File: config.mk
export PLATFORM = sky130hd
export DESIGN_NAME = receptor_serial
export DESIGN_NICKNAME = d
export VERILOG_FILES = /design/src/rtl/receptor_serial.sv
export SDC_FILE = /design/constraint.sdc
export NUM_CORES = 1
export LEC_CHECK = 0
export CORE_AREA = 3 3 56 58
export CTS_CLUSTER_DIAMETER = 30
export DETAILED_ROUTE_END_ITERATION = 6
export DIE_AREA = 0 0 59 61
export GPL_TIMING_DRIVEN = 1
export PLACE_DENSITY_LB_ADDON = 0.15
export SLEW_MARGIN = 0
export SYNTH_ARGS = -nofsm -noshare
export SYNTH_HDL_FRONTEND = slang
export SYNTH_SLANG_ARGS = --single-unit
File: constraint.sdc
create_clock -name clk -period 1.15 [get_ports clk]
set_input_delay 0.1725 -clock clk [delete_from_list [all_inputs] [get_ports clk]]
set_output_delay 0.1725 -clock clk [all_outputs]
set_load 0.05 [all_outputs]
File: src/rtl/receptor_serial.sv
// Serial-to-parallel receiver: hunts for SYNC, then assembles PALABRAS words of WIDTH bits (MSB- or LSB-first).
// Words appear the cycle after their last bit; a word completing while q is still held (valido=1, listo=0) is dropped and desborde sticks.
module receptor_serial #(
  parameter int                WIDTH    = 4,
  parameter logic [WIDTH-1:0]  SYNC     = 4'b1010,
  parameter int                PALABRAS = 2
) (
  input  logic             clk,
  input  logic             reset,
  input  logic             enb,
  input  logic             s_in,
  input  logic             dir,
  input  logic             listo,
  output logic [WIDTH-1:0] q,
  output logic             valido,
  output logic             sincronizado,
  output logic             desborde
);

  localparam int BW = (WIDTH > 1) ? $clog2(WIDTH) : 1;
  localparam int PW = (PALABRAS > 1) ? $clog2(PALABRAS) : 1;
  localparam logic [BW-1:0] LAST_BIT  = BW'(WIDTH - 1);
  localparam logic [PW-1:0] LAST_WORD = PW'(PALABRAS - 1);

  typedef enum logic {BUSCAR, CAPTURA} state_t;

  state_t           state;
  logic [WIDTH-1:0] window;
  logic [WIDTH-1:0] acc;
  logic [BW-1:0]    bit_cnt;
  logic [PW-1:0]    word_cnt;
  logic             dir_lat;

  logic [WIDTH-1:0] window_next;
  logic [WIDTH-1:0] acc_next;
  logic             word_done;
  logic             out_free;

  always_comb begin
    window_next = {window[WIDTH-2:0], s_in};
    acc_next    = dir_lat ? {s_in, acc[WIDTH-1:1]} : {acc[WIDTH-2:0], s_in};
    word_done   = enb && (state == CAPTURA) && (bit_cnt == LAST_BIT);
    // The register counts as free when its current word leaves on this same edge.
    out_free    = !valido || listo;
  end

  always_ff @(posedge clk) begin
    if (reset) begin
      state        <= BUSCAR;
      window       <= '0;
      acc          <= '0;
      bit_cnt      <= '0;
      word_cnt     <= '0;
      dir_lat      <= 1'b0;
      q            <= '0;
      valido       <= 1'b0;
      sincronizado <= 1'b0;
      desborde     <= 1'b0;
    end else begin
      case (state)
        BUSCAR: begin
          if (enb) begin
            window <= window_next;
            if (window_next == SYNC) begin
              state        <= CAPTURA;
              sincronizado <= 1'b1;
              dir_lat      <= dir;
              bit_cnt      <= '0;
              word_cnt     <= '0;
            end
          end
        end
        CAPTURA: begin
          if (enb) begin
            acc <= acc_next;
            if (bit_cnt == LAST_BIT) begin
              bit_cnt <= '0;
              // Window restarts from zero so resync needs WIDTH fresh bits.
              if (word_cnt == LAST_WORD) begin
                state        <= BUSCAR;
                sincronizado <= 1'b0;
                window       <= '0;
                word_cnt     <= '0;
              end else begin
                word_cnt <= word_cnt + 1'b1;
              end
            end else begin
              bit_cnt <= bit_cnt + 1'b1;
            end
          end
        end
        default: state <= BUSCAR;
      endcase

      if (word_done && out_free) begin
        q      <= acc_next;
        valido <= 1'b1;
      end else begin
        if (word_done)
          desborde <= 1'b1;
        if (valido && listo)
          valido <= 1'b0;
      end
    end
  end

endmodule

# Word-level counts from Yosys, hierarchy flattened
# Cells that the tools add are included.
classes:
  bitwise_logic: 2
  n_addsub: 2
  mux: 31
  reduce_logical: 14
  n_eq_ne: 7
op_table:
  columns: ["cell", "n"]
  rows:
  - ["$mux 1", 17]
  - ["$mux 3", 4]
  - ["$mux 2", 4]
  - ["$reduce_and 4->1", 2]
  - ["$ne 2x2->1 const B", 3]
  - ["$pmux 1 s2", 3]
  - ["$pmux 3 s2", 1]
  - ["$reduce_and 3->1", 2]
  - ["$reduce_and 5->1", 1]
  - ["$eq 4x4->1 const B", 1]
  - ["$logic_and 1x1->1", 4]
  - ["$mux 4", 1]
  - ["$ne 2x1->1 const B", 2]
  - ["$pmux 2 s2", 1]
  - ["$reduce_and 2->1", 2]
  - ["$add 2x1->2 const B", 1]
  - ["$eq 2x2->1 const B", 1]
  - ["$not 1->1", 2]
  - ["$reduce_bool 2->1", 1]
  - ["$add 1x1->1 const B", 1]
  - ["$logic_not 1->1", 1]
  - ["$logic_or 1x1->1", 1]
totals:
  output_inout_bits: 7
  input_bits: 6
  wordCells: 66
  ff_bits: 19

# Logic depth before layout (Yosys ltp)
# Gate-level depths: netlist of the first run.
logic_depth:
  ltp_word: 5
  ltp_mapped: 5
  ltp_nobuf: 4

# Worst setup path before layout of the first run
# No wires, ideal clock.
synth_timing:
  path_kind: "register to register"
  start: "register valido"
  end: "register q[1]"
  slack_ns: -0.198
  synth_period_minus_slack_ns: 1.348
  required_ns: 1.080
  arrival_ns: 1.277
  stages_incl_launch_ff: 5
  n_path_buf: 1
  setup_ns: 0.070
  cell_sequence: "dfxtp_1 > nor2b_1 > clkbuf_1 > or3_1 > a21oi_1"
synth_via:
  elab_chain_len: 3
synth_rtl:
  columns: ["item", "line", "source"]
  rows:
  - ["start: declaration", "15", "output logic valido,"]
  - ["start signal: assignment", "56", "valido <= 1'b0;"]
  - ["start signal: assignment", "97", "valido <= 1'b1;"]
  - ["start signal: assignment", "102", "valido <= 1'b0;"]
  - ["$logic_not 1->1", "44", "out_free = !valido || listo;"]
  - ["$logic_or 1x1->1", "44", null]
  - ["$logic_and 1x1->1", "95", "if (word_done && out_free) begin"]
  - ["end signal: assignment", "96", "q <= acc_next;"]
  - ["end: declaration", "14", "output logic [WIDTH-1:0] q,"]
# Every way passes these cells.
# A chain may end at the register's enable or synchronous reset.

# Worst setup path in the final report of the first run
layout_timing:
  start: "register bit_cnt[0]"
  end: "register q[0]"
layout_via:
  elab_chain_len: 3
layout_rtl:
  columns: ["item", "line", "source"]
  rows:
  - ["start: declaration", "30", "logic [BW-1:0] bit_cnt;"]
  - ["start signal: assignment", "88", "bit_cnt <= bit_cnt + 1'b1;"]
  - ["$eq 2x2->1", "42", "word_done = enb && (state == CAPTURA) && (bit_cnt == LAST_BIT);"]
  - ["$logic_and 1x1->1", "42", null]
  - ["$logic_and 1x1->1", "95", null]
# Every way passes these cells.

==> flow_summary_export.csv, run 1 <==
group,metric,value,unit
status,status,"finished with violations",
status,violations,"negative setup slack",
timing,drv_slew,0,
clocking,hold_buffers,0,
detailed_routing,drt_iter0_markers,11,
finish,fin_cells,148,
setup_path,rrSetupSlack,-30,ps
setup_path,start_kind,"flop",
clocking,clk_latency,300,ps
die,die_w,59,um
setup_path,cpPeakStageDelay,380,ps
global_route,grt_max_degree,14,
finish,final_core_util,46.4,%
setup_path,crit_fanout,7,
power,ir_worst_vdd,0.538,mV
die,die-area,3600,um^2
setup_path,r2r_start,"bit_cnt[0]",
timing,finalSetupViolations,1,
logic_synthesis,synthesis.nets,97,
detailed_routing,top_layer,"met4",
clocking,cts_tree,"built",
setup_path,worstReg2RegEnd,"q[0]",
timing,relSlewSlack,80.5,%
clocking,clock_sinks,19,
min_path,hp-class,"in -> reg",
die,io_pins,13,
setup_path,crit_slowest_cell,"or3_4",
finish,drive_above_1_share,37.6,%
detailed_routing,dr_total_vias,723,
global_route,grt-ovfl-total,0,
detailed_routing,vias_per_cell,4.89,
logic_synthesis,syn-mean-instance-area,9.29,um^2
logic_synthesis,syn_inst,90,
timing,setup_tns,-27.9,ps
finish,diodes,0,
logic_synthesis,synth_top_area_share,45.5,%
timing,finalHoldViolCount,0,
global_route,antenna_found_initial,0,
logic_synthesis,ys.warnings.count,0,
finish,nets,125,
setup_path,reg2reg_depth,4,
die,rows,19,
setup_path,endpoint,"q[0]",
clocking,clk_pin_slew_worst_paths,110,ps
timing,max_freq,849,MHz
setup_path,cp.required,1400,ps
power,power_density,853,nW/um^2
die,coreArea,2710,um^2
logic_synthesis,syn_area,836,um^2
timing,fin_hold_ws,226,ps
clocking,htreeDepth,1,
placed_design,gp_congestion,0.705,
clocking,cts-root-buf,"clkbuf_4",
logic_synthesis,synth_cell_types,30,
detailed_routing,first_pass_iters,4,
setup_path,critPathLaunch,"bit_cnt[0]",
global_route,grt_usage,11.7,%
clocking,clockBufferDepth,2,
detailed_routing,drc,0,
setup_path,end_kind,"flop",
placed_design,dp_worst_setup_slack,-405,ps
timing,min_period,1180,ps
detailed_routing,wl_met2,887,um
timing,rsz0062_at_grt,"yes",
logic_synthesis,synth.largest_area_cell,"dfxtp_1",
die,die_h,61,um
logic_synthesis,seq_area_frac_synth,45.5,%
setup_path,crit_arrival,1430,ps
placed_design,portBuffers,12,
logic_synthesis,ys_ff_latch,19,
detailed_routing,routedWlPerCell,12.7,um
setup_path,crit_type,"reg -> reg",
detailed_routing,wl_met1,898,um
power,p_leak,0.446,nW
timing,tightestPinTransition,292,ps
clocking,cts_inserted_buffers,3,
setup_path,path_cells,"ha_4, nand3_4, or3_4, a21oi_2",
placed_design,dp_cells,142,
die,start_util,30.8,%
global_route,grt_pass1_wl,3.14,mm
logic_synthesis,synth_area_leaders,"dfxtp_1 (46%), a21oi_1 (6.0%), mux2i_1 (4.8%), o21ai_0 (4.2%), nand2b_1 (3.7%)",
run,cap_violations,0,
finish,areaGrowthSynthToFinish,50.6,%
timing,fin_crit_sh,102,%
detailed_routing,dr_wl_met3,38,um
detailed_routing,drt-total-wl,1.88,mm
timing,fin_skew,6.30,ps
global_route,grt_pass1_vias,718,
detailed_routing,ant_nets,0,
placed_design,hpwl,1.36,mm
timing,fin_ws,-27.9,ps
## state kept, by name (all words and copies together), names as in the netlist
signal and count:
q 4, dir_lat 1, desborde 1, sincronizado 1, word_cnt 1, bit_cnt 2
window 3, state 1, valido 1, acc 4
## synthesized netlist by cell type
library cell,n
nand3_4,1
nand4bb_1,1
o21ai_0,7
a31oi_1,2
nand2_1,2
buf_6,1
and2b_1,1
a211oi_1,4
mux2i_1,4
a21oi_1,10
and2_2,1
a21bo_2,1
buf_4,1
nand3_1,1
nand3b_1,1
nor2b_1,2
dfxtp_1,19
ha_1,1
and3b_1,1
clkbuf_2,1
a311oi_1,2
o21ai_1,1
a22o_1,2
or3_1,4
or2_2,1
nand2b_1,5
nor2_1,7
o2bb2ai_1,1
clkbuf_1,3
inv_1,2
## cell families after synthesis
family | synth area share (%)
adder cells (fa/ha/maj) | 1.50
flip-flops | 45.5
multiplexers | 4.79
AND/OR/NAND/NOR | 20.8
buffers and inverters | 5.09
AO/OA/AOI/OAI | 22.3
## placed cells by master, fill, tap and decap left out, types with 2 or more instances in the layout
cell type / synthesis / layout
a21oi_1: 10 / 7
nand2b_1: 5 / 5
mux2i_1: 4 / 4
clkdlybuf4s50_1: 0 / 3
dfxtp_1: 19 / 14
clkbuf_4: 0 / 3
nand2_1: 2 / 2
o21ai_0: 7 / 4
buf_12: 0 / 7
dfxtp_2: 0 / 4
a22o_1: 2 / 2
or3_1: 4 / 3
a21oi_2: 0 / 2
nor2_1: 7 / 7
a211oi_1: 4 / 4
o21ai_1: 1 / 4
a31oi_1: 2 / 2
buf_4: 1 / 17
inv_1: 2 / 2
a311oi_1: 2 / 2
## power breakdown
group	total (mW)	switching [mW]	internal, mW
Clock	0.342	0.212	0.130
Combinational	0.0684	0.0325	0.0359
Sequential	0.663	0.00427	0.659
Total	1.07	0.249	0.825
## stage by stage
step,total power [mW],cell area [um^2]
CTS,1.08,1210
global placement,0.739,1160
detailed placement,0.739,1160
floorplan,0.703,856
global route,1.11,1260
finish,1.07,1260
## repair_timing
item	in CTS	in global routing
resized for setup	6	11
endpoints found under the setup margin	13	14
cloned	0	0
buffers inserted	2	0
pin swaps	8	3
## critical path: cells and delay by family, from the launching register on
kind            cells  cell delay, ps
flops               1             370
simple gates        2             480
fa+ha+maj           1             170
compound gates      1             110
## how the worst min path moves through the flow
stage | startpoint | cells after the start | slack, ps | end
6_report | s_in | 3 | 230 | window[0]
5_1_grt | s_in | 3 | 260 | window[0]
4_1_cts | enb | 2 | 360 | bit_cnt[0]
3_5_place_dp | window[2] | 1 | 460 | window[2]
3_3_place_gp | window[2] | 1 | 460 | window[2]
2_1_floorplan | dir | 2 | 320 | dir_lat
## per-layer routing
layer,global-route usage [%],up-vias
li1,-,381
met1,14.7,330
met2,19.1,7
met3,1.91,5
met4,6.80,0
met5,0,-
## cell type report
| type | count | area [um^2] |
|---|---|---|
| clock buffers | 3 | 22.5 |
| clock inverters | 1 | 5.00 |
| fillers | 285 | 1450 |
| inverters | 2 | 7.51 |
| multi-input cells | 63 | 477 |
| flip-flops and latches | 19 | 389 |
| well taps | 31 | 38.8 |
| repair buffers | 29 | 319 |
No activity file was read; power rests on OpenSTA's default activity.
==> run 2, diff against run 1 <==
--- a/config.mk
+++ b/config.mk
@@ -15,3 +15,4 @@
 export SYNTH_ARGS = -nofsm -noshare
 export SYNTH_HDL_FRONTEND = slang
 export SYNTH_SLANG_ARGS = --single-unit
+export TNS_END_PERCENT = 10
==> run 2 against run 1 <==
Utilization is 0.78 points lower; critical endpoint is now q[1]; clock-buffer cell count rose by 1; sequential power hardly changed; largest cell class unchanged; die area unchanged; the flow still finishes with violations (negative setup slack); clock power decreased by 4%; register-to-register slack gained 20 ps; sequential share of layout area up 0.63 points; wire length fell by 1.4%; final cell count unchanged; non-clock buffer count is the same; clock skew is 2.0 ps lower.
==> flow_summary_export.csv, run 2 (synthesis gave the netlist of run 1 again) <==
group,metric,value,unit
setup_path,crit_arrival,1390,ps
timing,fin_skew,4.25,ps
setup_path,crit_type,"reg -> reg",
clocking,clock_sinks,19,
timing,rsz0062_at_grt,"yes",
finish,areaGrowthSynthToFinish,48.1,%
power,switching_share,21.5,%
global_route,antenna_found_initial,0,
timing,finalSetupViolations,1,
placed_design,gp_congestion,0.730,
timing,finalHoldViolCount,0,
timing,fin_crit_sh,101,%
timing,min_period,1160,ps
power,switching_power,0.228,mW
setup_path,crit_fanout,7,
die,die-area,3600,um^2
detailed_routing,drt_iter0_markers,10,
detailed_routing,dr_total_vias,726,
run,cap_violations,0,
power,pwr-share-clk,30.9,%
global_route,grt_usage,11.3,%
clocking,cts-root-buf,"clkbuf_4",
timing,tightestPinTransition,315,ps
die,die_w,59,um
finish,nets,125,
placed_design,place_area,1160,um^2
power,p_int,0.829,mW
setup_path,rrSetupSlack,-10,ps
detailed_routing,drt-total-wl,1.85,mm
finish,mostFrequentLayoutCells,"buf_4 (16), dfxtp_1 (13), a21oi_1 (8)",
clocking,cts_inserted_buffers,3,
power,p_leak,0.434,nW
global_route,grt_max_degree,14,
min_path,hold_start,"s_in",
setup_path,worstReg2RegEnd,"q[1]",
detailed_routing,drc,0,
setup_path,start_kind,"flop",
global_route,grt_pass1_wl,3.03,mm
status,violations,"negative setup slack",
timing,drv_slew,0,
die,die_h,61,um
setup_path,cp.required,1380,ps
global_route,grt-ovfl-total,0,
setup_path,reg2reg_depth,4,
die,start_util,30.8,%
placed_design,hpwl,1.37,mm
clocking,clk_latency,290,ps
timing,fin_ws,-11.6,ps
status,status,"finished with violations",
timing,max_freq,861,MHz
min_path,holdPathStages,3,
setup_path,r2r_start,"bit_cnt[1]",
clocking,htreeDepth,1,
power,combPwrFrac,6.4,%
detailed_routing,routedWlPerCell,12.5,um
finish,final_common_cell,"buf_4",
clocking,cts_tree,"built",
finish,final_cell_area,1240,um^2
detailed_routing,first_pass_iters,4,
finish,diodes,0,
die,coreArea,2710,um^2
power,pwr-share-seq,62.7,%
timing,relSlewSlack,79.0,%
placed_design,portBuffers,12,
min_path,hold_path_end,"window[0]",
finish,drive_above_1_share,36.8,%
die,io_pins,13,
min_path,hp-class,"in -> reg",
power,ir_worst_vdd,0.579,mV
detailed_routing,ant_nets,0,
die,rows,19,
finish,largestRegisters,"acc (4), q (4), window (3)",
clocking,clockBufferDepth,2,
global_route,grt_pass1_vias,672,
finish,filler_cell_count,277,
power,power_density,854,nW/um^2
detailed_routing,vias_per_cell,4.91,
setup_path,end_kind,"flop",
clocking,clk_pin_slew_worst_paths,100,ps
placed_design,dp_worst_setup_slack,-390,ps
## run 2: per-stage QoR
step	total power [mW]	instances	hold slack, ps	util [%]	setup TNS [ps]
final	1.06	148	342	45.7	-11.6
after global routing	1.11	148	336	45.7	-239
after CTS	1.07	147	330	44.5	-1.99
after detailed placement	0.742	142	460	42.8	-5230
after global placement	0.742	142	457	42.8	-5030
after floorplan	0.703	90	318	-	-137
## run 2: per-layer routing
metal | vias to the layer above | wire length (um) | part of all wire (%) | track usage, %
li1 | 378 | - | - | -
met1 | 340 | 877 | 47 | 14.5
met2 | 6 | 901 | 49 | 18.1
met3 | 2 | 55 | 3.0 | 2.13
met4 | 0 | 14 | 0.76 | 5.83
met5 | - | 0 | 0 | 0
## run 2: final cells by class
cell class,instances,area [um^2],share of cell area (%)
tap,31,38.8,3.13
multi-input combinational,63,455,36.8
sequential,19,390,31.5
clock buffer,4,26.3,2.12
inverter,2,7.51,0.607
timing repair buffer,29,319,25.8
## run 2: worst max path at each step
stage,startpoint,cells after the start,end
finish,bit_cnt[1],4,q[1]
floorplan,valido,4,q[1]
global route,bit_cnt[1],4,q[1]
global placement,enb,4,bit_cnt[1]
detailed placement,enb,4,bit_cnt[1]
CTS,bit_cnt[0],4,q[2]
## run 2: power groups by stage
stage                     Combinational [mW]  Sequential (mW)  Clock, mW
after global placement                0.0645            0.677          0
final                                 0.0676            0.662      0.327
after CTS                             0.0641            0.662      0.344
after global routing                  0.0734            0.663      0.378
after floorplan                       0.0264            0.677          0
after detailed placement              0.0648            0.677          0
## run 2: timing repair
item                                    in CTS  in global routing
endpoints found under the setup margin      10                 10
setup buffers                                1                  1
pin swaps                                    5                  2
gates resized for setup                      8                  7
hold buffers                                 0                  0
## run 2: worst max-delay path: stages (launching register included)
cell	delay, ps
dfxtp_2	360
ha_4	170
nand3_4	100
or3_4	340
a21oi_2	130
